**config.mk**
```make
export PLATFORM = sky130hd
export DESIGN_NAME = fetch_stage
export DESIGN_NICKNAME = d
export VERILOG_FILES = /design/src/rtl/fetch_stage.sv
export SDC_FILE = /design/constraint.sdc
export NUM_CORES = 1
export LEC_CHECK = 0
export CAP_MARGIN = 20
export CORE_AREA = 2 2 171 239
export CTS_CLUSTER_SIZE = 8
export DETAILED_ROUTE_END_ITERATION = 10
export DIE_AREA = 0 0 173 241
export DONT_BUFFER_PORTS = 1
export SYNTH_ARGS = -nofsm -noshare
export SYNTH_HDL_FRONTEND = slang
export SYNTH_SLANG_ARGS = --single-unit
```
**constraint.sdc**
```tcl
create_clock -name clk -period 4.37 [get_ports clk]
set_clock_uncertainty 0.2 [all_clocks]
set_input_delay 1.0925 -clock clk [delete_from_list [all_inputs] [get_ports clk]]
set_output_delay 1.0925 -clock clk [all_outputs]
set_load 0.01 [all_outputs]
```
**src/rtl/fetch_stage.sv**
```systemverilog
// fetch_stage: owns the PC, issues imem reads, hands words to decode.
// Ports: clk/reset (async, active-low); alu_out_branch_* redirect in;
//   stall from decode; imem_req/addr/ack/data memory handshake;
//   out_valid/out_instruction/out_program_counter/
//   out_next_program_counter to decode.
module fetch_stage #(
    parameter logic [31:0] RESET_PC = 32'h0000_0000
) (
    input  logic        clk,
    input  logic        reset,
    input  logic        alu_out_branch_enable,
    input  logic [31:0] alu_out_branch_address,
    input  logic        stall,
    output logic        imem_req,
    output logic [31:0] imem_addr,
    input  logic        imem_ack,
    input  logic [31:0] imem_data,
    output logic        out_valid,
    output logic [31:0] out_instruction,
    output logic [31:0] out_program_counter,
    output logic [31:0] out_next_program_counter
);

    localparam logic [31:0] NOP = 32'h0000_0013;

    typedef enum logic [1:0] {
        IDLE,
        WAIT,
        DISCARD
    } state_t;

    state_t      state, state_d;
    logic [31:0] pc, pc_d;
    logic        req_d;
    logic [31:0] addr_d;
    logic        ov_d;
    logic [31:0] oi_d, opc_d, onpc_d;
    logic        skid_valid, skid_valid_d;
    logic [31:0] skid_instr, skid_instr_d;
    logic [31:0] skid_pc, skid_pc_d;

    logic        ack;
    logic        out_free;
    logic [31:0] target;
    logic        issue_en;
    logic [31:0] issue_addr;

    // ack is only meaningful while a request is outstanding
    assign ack      = imem_ack & imem_req;
    assign out_free = ~out_valid | ~stall;
    assign target   = alu_out_branch_address & ~32'h3;

    always_comb begin
        state_d      = state;
        pc_d         = pc;
        req_d        = imem_req;
        addr_d       = imem_addr;
        ov_d         = out_valid;
        oi_d         = out_instruction;
        opc_d        = out_program_counter;
        onpc_d       = out_next_program_counter;
        skid_valid_d = skid_valid;
        skid_instr_d = skid_instr;
        skid_pc_d    = skid_pc;
        issue_en     = 1'b0;
        issue_addr   = pc;

        if (alu_out_branch_enable) begin
            ov_d         = 1'b0;
            skid_valid_d = 1'b0;
            unique case (state)
                IDLE: begin
                    issue_en   = 1'b1;
                    issue_addr = target;
                end
                WAIT, DISCARD: begin
                    if (ack) begin
                        issue_en   = 1'b1;
                        issue_addr = target;
                    end else begin
                        // in-flight word is wrong-path; drop it when it lands
                        state_d = DISCARD;
                        pc_d    = target;
                    end
                end
                default: ;
            endcase
        end else begin
            if (out_free) begin
                if (skid_valid) begin
                    ov_d         = 1'b1;
                    oi_d         = skid_instr;
                    opc_d        = skid_pc;
                    onpc_d       = skid_pc + 32'd4;
                    skid_valid_d = 1'b0;
                end else if (ack && state == WAIT) begin
                    ov_d   = 1'b1;
                    oi_d   = imem_data;
                    opc_d  = imem_addr;
                    onpc_d = imem_addr + 32'd4;
                end else begin
                    ov_d = 1'b0;
                end
            end else if (ack && state == WAIT) begin
                skid_valid_d = 1'b1;
                skid_instr_d = imem_data;
                skid_pc_d    = imem_addr;
            end

            // issue decisions use the skid state after this edge's moves
            unique case (state)
                IDLE: begin
                    issue_en = ~skid_valid_d;
                end
                WAIT: begin
                    if (ack) begin
                        if (!skid_valid_d) begin
                            issue_en = 1'b1;
                        end else begin
                            req_d   = 1'b0;
                            state_d = IDLE;
                        end
                    end
                end
                DISCARD: begin
                    issue_en = ack;
                end
                default: ;
            endcase
        end

        if (issue_en) begin
            req_d   = 1'b1;
            addr_d  = issue_addr;
            pc_d    = issue_addr + 32'd4;
            state_d = WAIT;
        end
    end

    always_ff @(posedge clk or negedge reset) begin
        if (!reset) begin
            state                    <= IDLE;
            pc                       <= RESET_PC;
            imem_req                 <= 1'b0;
            imem_addr                <= RESET_PC;
            out_valid                <= 1'b0;
            out_instruction          <= NOP;
            out_program_counter      <= 32'h0;
            out_next_program_counter <= 32'h0;
            skid_valid               <= 1'b0;
            skid_instr               <= NOP;
            skid_pc                  <= 32'h0;
        end else begin
            state                    <= state_d;
            pc                       <= pc_d;
            imem_req                 <= req_d;
            imem_addr                <= addr_d;
            out_valid                <= ov_d;
            out_instruction          <= oi_d;
            out_program_counter      <= opc_d;
            out_next_program_counter <= onpc_d;
            skid_valid               <= skid_valid_d;
            skid_instr               <= skid_instr_d;
            skid_pc                  <= skid_pc_d;
        end
    end

endmodule

```
Word level (Yosys, flattened, before mapping)
Index checks and enable logic that the tools add are counted.

Bits in read-only memories: 0. Output and inout port bits: 130. Register bits after elaboration: 229. Bits in latches: 0. Logic and storage cells: 84. Memories kept: 0. RAM bits: 0.

Reduce and logical (&&, ||, !) cells: 18. Equality and inequality tests: 6. Mux-type cells: 39. Shifts and indexed selects: 0. $lt $le $gt $ge: 0. Div/mod/pow operators: 0. Bitwise gates (word level): 7. $mul: 0. Add/sub/neg operators: 3.

Operators with widths (count): 2-to-1 mux 32 bit (12); adder 32 x 3 -> 32 bit (second input constant) (3); one-hot mux 32 bit (2 select lines) (1); 2-to-1 mux 1 bit (17); 2-to-1 mux 2 bit (7); nonzero test 2 bit (7); AND reduction 3 bit (3); nonzero test 3 bit (3); NOT 1 bit (5); AND reduction 5 bit (1); != test 2 x 1 -> 1 bit (second input constant) (2); AND reduction 4 bit (1); != test 3 x 1 -> 1 bit (second input constant) (1); != test 3 x 2 -> 1 bit (second input constant) (1); one-hot mux 1 bit (3 select lines) (1); == test 2 x 1 -> 1 bit (second input constant) (1); == test 2 bit (second input constant) (1); zero test 2 bit (1); one-hot mux 1 bit (2 select lines) (1); OR reduction 2 bit (1); bitwise AND 1 bit (1); logical AND 1 bit (1); OR 1 bit (1).

Depth between registers and ports, before layout
Depth in word-level cells: 11. Depth in mapped cells: 17. Depth with buffers taken out: 14.

Worst setup path after synthesis
No wires, ideal clock.

Path kind: input-to-reg. Start: in alu_out_branch_enable. End: reg pc[22]. Data required time: 4040 ps. Cell stages on the path: 15. Setup time: 130 ps. Arrival time: 3607 ps. Slack: 433 ps. Cell sequence: and2b_1 > nand2_2 > buf_4 > buf_2 > buf_1 > nand2_1 > o21ai_0 > ha_1 > inv_1 > a221o_1 > a31oi_4 > nand3_4 > nor4_2 > xor2_1 > o21ai_1.

Cells in the longest elaborated chain, start to end: 3. Elaborated cells between the ends (all ways): 8. Those cells by class: add/sub: 1; eq/ne: 1; mux: 3; reduce/logical: 3.

RTL lines: start: declaration (RTL line 11) `input logic alu_out_branch_enable,`; 2-to-1 mux 32 bit (RTL line 68) `if (alu_out_branch_enable) begin`; named net issue_addr[3] (RTL line 46) `logic [31:0] issue_addr;`; adder 32 x 3 -> 32 bit (RTL line 135) `pc_d = issue_addr + 32'd4;`; 2-to-1 mux 32 bit (RTL line 132) `if (issue_en) begin`; end signal: assignment (RTL line 155) `pc <= pc_d;`; end: declaration (RTL line 33) `logic [31:0] pc, pc_d;`.

The timed path passes the listed nets, and every way through them passes these cells. A chain may end at the register's enable or synchronous reset.

Final worst setup path
Start: reg state[0]. End: reg pc[22].

Elaborated cells between the ends (all ways): 22. Those cells by class: add/sub: 1; eq/ne: 3; mux: 11; bitwise: 1; reduce/logical: 6.

RTL lines: start: declaration (RTL line 32) `state_t state, state_d;`; start signal: assignment (RTL line 154) `state <= state_d;`; == test 2 x 1 -> 1 bit or == test 2 bit (tied branches) (RTL line 71) `unique case (state)`; OR reduction 2 bit (RTL line 71); one-hot mux 32 bit (2 select lines) * (RTL line 71); 2-to-1 mux 32 bit * (RTL line 68); named net issue_addr[3] (RTL line 46); adder 32 x 3 -> 32 bit * (RTL line 135); 2-to-1 mux 32 bit * (RTL line 132).

Mark *: on every way through the listed nets, which the timed path passes. The rest lies on a longest branch. The select of a mux whose other input is x is not followed.

==> results <==
- The flow ran to the end, and the final reports show no timing, DRC or antenna violations.
- At the later pin of the worst-skew pair, clock insertion delay measures around 0.51 ns.
- The layout-stage area growth over the synthesis result is 13.9%.
- The most used flip-flop cell after synthesis is dfrtp_1.
- The number of clock buffers added by TritonCTS is 34.
- The worst path needs 3.54 ns of the cycle, external delays included.
- The maximum achievable frequency is approximately 280 MHz.
- The HPWL reported at the end of detailed placement is roughly 21,000 um.
- Clock-pin slew was measured on the worst setup and hold paths at roughly 0.050 ns.
- The number of nets in the synthesized netlist is between 1,000 and 1,500.
- The startpoint type of the worst setup path is a flip-flop.
- The wire length reported by the detailed router is roughly 30,000 um.
- The placeable core region is between 30,000 and 40,000 sq um.
- The worst flop-to-flop path endpoint is pc[22]$_DFFE_PN0P_.
- The count of placed standard cells including taps is about 1,600.
- Setup repair after global routing left no endpoint under its margin.
- The count of nets left with antenna violations once routing finished came out at 0.
- At the worst endpoint, the arrival time is roughly 3.7 ns.
- Once routing completed, OpenROAD measured the worst setup slack at between 0.8 and 0.9 ns.
- Across every metal layer, demand over resource in global routing totals 14.4%.
- Dividing the detail-routed wire length by the instance count gives 18.6 um.
- The maximum buffer depth of the clock tree is 3.
- The post-detailed-route DRC marker count is 0.
- In this run the worst setup path begins at state[0]$_DFFE_PN0P_.
- The reported max-cap violation count is 0.
- The synthesized design contains approximately 230 register bits.
- Dividing total power by cell area gives a power density of 662 nW/um^2.
- Of all nets on the critical path, the largest fanout is 8.
- The sequential cell area fraction in the yosys report is approximately half.
- The number of detailed-route iterations in the first pass is 6.
- The final net count is between 1,000 and 1,500.
- The number of warnings printed during yosys synthesis is 0.
- The actual transition at the worst max-transition pin is roughly 0.84 ns.
- The source of the worst register-to-register timing path is state[0]$_DFFE_PN0P_.
- The cell area that synthesis handed to floorplanning was around 11,000 sq um.
- After synthesis, the cell types taking the most area are dfrtp_1 (49%), mux2_2 (7.0%), nand2_1 (6.7%), o21ai_0 (5.6%), mux2i_1 (5.6%).
- The worst hold path class is in -> async.
- The pin count of the biggest net entering global routing is 228.
- The leakage power is 5.51 nW.
- The die is around 170 um wide.
- The critical path required time is 4.55 ns.
- The number of synthesized flops with an enable pin is 0.
- The endpoint kind of the worst setup timing path is a flip-flop.
- The final weighted congestion in routability-driven placement is a little over 0.8.
- The final number of max-transition violations is 0.
- The initial core utilization is between 20% and 30%.
- Setup violations remaining at the end of the flow were counted as 0.
- The first global-routing pass estimated approximately 48,000 um of wire.
- The count of endpoints failing hold in the final timing report is 0.
- The filler cell count is around 4,000.
- The number of hold buffers added after CTS was 0.
- The unique cell type count in the Yosys netlist is 74.
- Once the clock tree was built, the resizer swapped 0 gates to a different size.
- The worst IR drop on VDD is 326 uV.
- The per-instance average area after synthesis is 10.2 sq um.
- Counting instances in the post-synthesis netlist gives the leading cell types as dfrtp_1 (221), nand2_1 (201), o21ai_0 (128).
- Measured in cells, the most critical reg-to-reg path has a length of 12.
- The floorplan has 86 rows.
- The number of port buffers is 0.
- The H-tree was split into 2 levels.
- Of the post-synthesis cell area, the dominant cell type holds between 40% and 50%.
- The tightest slew margin relative to the limit is 44.1%.
- The final cell count without fillers is around 1,600.
- Setup slack on the worst reg-to-reg path comes out at 0.83 ns.
- The most numerous cell in the Yosys netlist is dfrtp_1.
- The violation count after the first detailed-routing iteration is a little over 600.
- The async set or reset register ratio after synthesis is between 90% and 100%.
- The final-layout setup total negative slack is 0 ns.
- The number of instances in the synthesized netlist is approximately 1,100.
- In the final layout, the share of cells above drive strength 1 is 15.6%.
- The completed layout was analyzed and its total power is 8.55 mW.
- The setup path with the least slack is of type reg -> reg.
- The total die area is approximately 42,000 sq um.
- Using the TritonRoute via totals, the vias-per-cell ratio works out to 5.03.
- The repair_antennas step left the layout with diodes totalling 0.
- approximately 200 I/O pins were placed.
- Timing analysis after detailed placement gives a worst setup slack of about 0.53 ns.
- The cell type with the largest total area after synthesis is dfrtp_1.
- The count of buffers added by post-CTS timing repair for setup is 0.
- Clock tree synthesis found a total of 227 sinks.
- The vertical extent of the die is about 240 um.
- The number of global-route vias before repair is 8,170.
- The aggregate global routing overflow is 0.
- The root cell of the clock tree is clkbuf_16.
- TritonCTS built the clock tree.
- The routed layout has ~8,300 vias.
- The number of antenna violations at the first check in global routing is 1.
- The final period utilization is about 80%.
==> where the power goes <==
group	internal (mW)	switching [mW]	leakage, nW	total [mW]
Combinational	0.978	1.52	2.09	2.50
Clock	1.52	0.915	0.468	2.43
Sequential	2.75	0.874	2.95	3.62
Total	5.24	3.31	5.51	8.55
==> worst max-delay path: stages, from the launching register on <==
cell,delay (ns)
dfrtp_1,0.41
ha_1,0.27
and2b_1,0.36
nand2_2,0.22
o21ai_0,0.31
ha_1,0.23
inv_1,0.06
a221o_1,0.33
a31oi_4,0.24
nand3_4,0.20
nor4_2,0.32
xor2_1,0.19
o21ai_1,0.07
==> cells by family (layout without fill, tap and decap cells) <==
logic type	Yosys count	in the layout	synth area share, %
muxes	133	133	12.5
xor gates and xnor gates	48	48	3.71
adders and majority gates	6	6	0.662
DFF	227	227	50.2
buffers and inverters	80	88	3.19
and+or+nand+nor	330	330	13.9
AOI/OAI and AO/OA	284	284	15.8
==> per-layer routing <==
| layer | global-route usage (%) | wire [um] | up-vias |
|---|---|---|---|
| met5 | 0 | 0 | - |
| met4 | 7.29 | 1380 | 0 |
| met3 | 4.88 | 2460 | 75 |
| met2 | 24.5 | 14900 | 236 |
| met1 | 16.2 | 11800 | 4031 |
| li1 | - | - | 3920 |
==> final cells by class <==
class | count | area [sq um] | area share (%)
sequential | 227 | 5690 | 44.1
inverter | 14 | 52.6 | 0.407
multi-input combinational | 801 | 5330 | 41.2
clock buffer | 50 | 932 | 7.22
tap | 528 | 661 | 5.11
clock inverter | 2 | 38.8 | 0.300
timing repair buffer | 22 | 215 | 1.67
==> placed cells by master (no fill, tap or decap), types with 15 or more instances in the layout <==
cell type / synthesis / final
nand2_1: 201 / 201
dfrtp_1: 221 / 220
mux2_2: 70 / 70
buf_4: 6 / 18
a22oi_1: 26 / 26
nor2_1: 33 / 33
clkbuf_1: 38 / 15
mux2i_1: 63 / 63
xor2_1: 27 / 27
a21oi_1: 27 / 27
xnor2_1: 21 / 21
nand3_1: 17 / 17
clkbuf_16: 0 / 35
o21ai_1: 16 / 15
o21ai_0: 128 / 128
==> sequential cells by signal (all words and copies together), names as in the netlist <==
register                  flops
out_program_counter          32
skid_pc                      32
pc                           32
imem_req                      1
out_instruction              32
skid_valid                    1
imem_addr                    32
skid_instr                   32
state                         2
out_next_program_counter     30
out_valid                     1
==> how the worst max path moves through the flow <==
stage	end	slack (ns)	depth (start not counted)
floorplan	pc[22]$_DFFE_PN0P_	0.43	15
global placement	pc[22]$_DFFE_PN0P_	0.60	11
detailed placement	pc[22]$_DFFE_PN0P_	0.53	11
CTS	pc[22]$_DFFE_PN0P_	0.87	13
global route	pc[22]$_DFFE_PN0P_	0.60	13
finish	pc[22]$_DFFE_PN0P_	0.83	12
==> per-stage QoR <==
| step | utilization, % | hold WS [ns] | instance area (sq um) |
|---|---|---|---|
| floorplan | - | 0.250 | 11300 |
| global placement | 30.3 | 0.267 | 11900 |
| detailed placement | 30.3 | 0.277 | 11900 |
| CTS | 32.8 | 0.0528 | 12900 |
| global route | 32.8 | 0.0547 | 12900 |
| finish | 32.8 | 0.0899 | 12900 |
No activity file was read; power rests on OpenSTA's default activity.
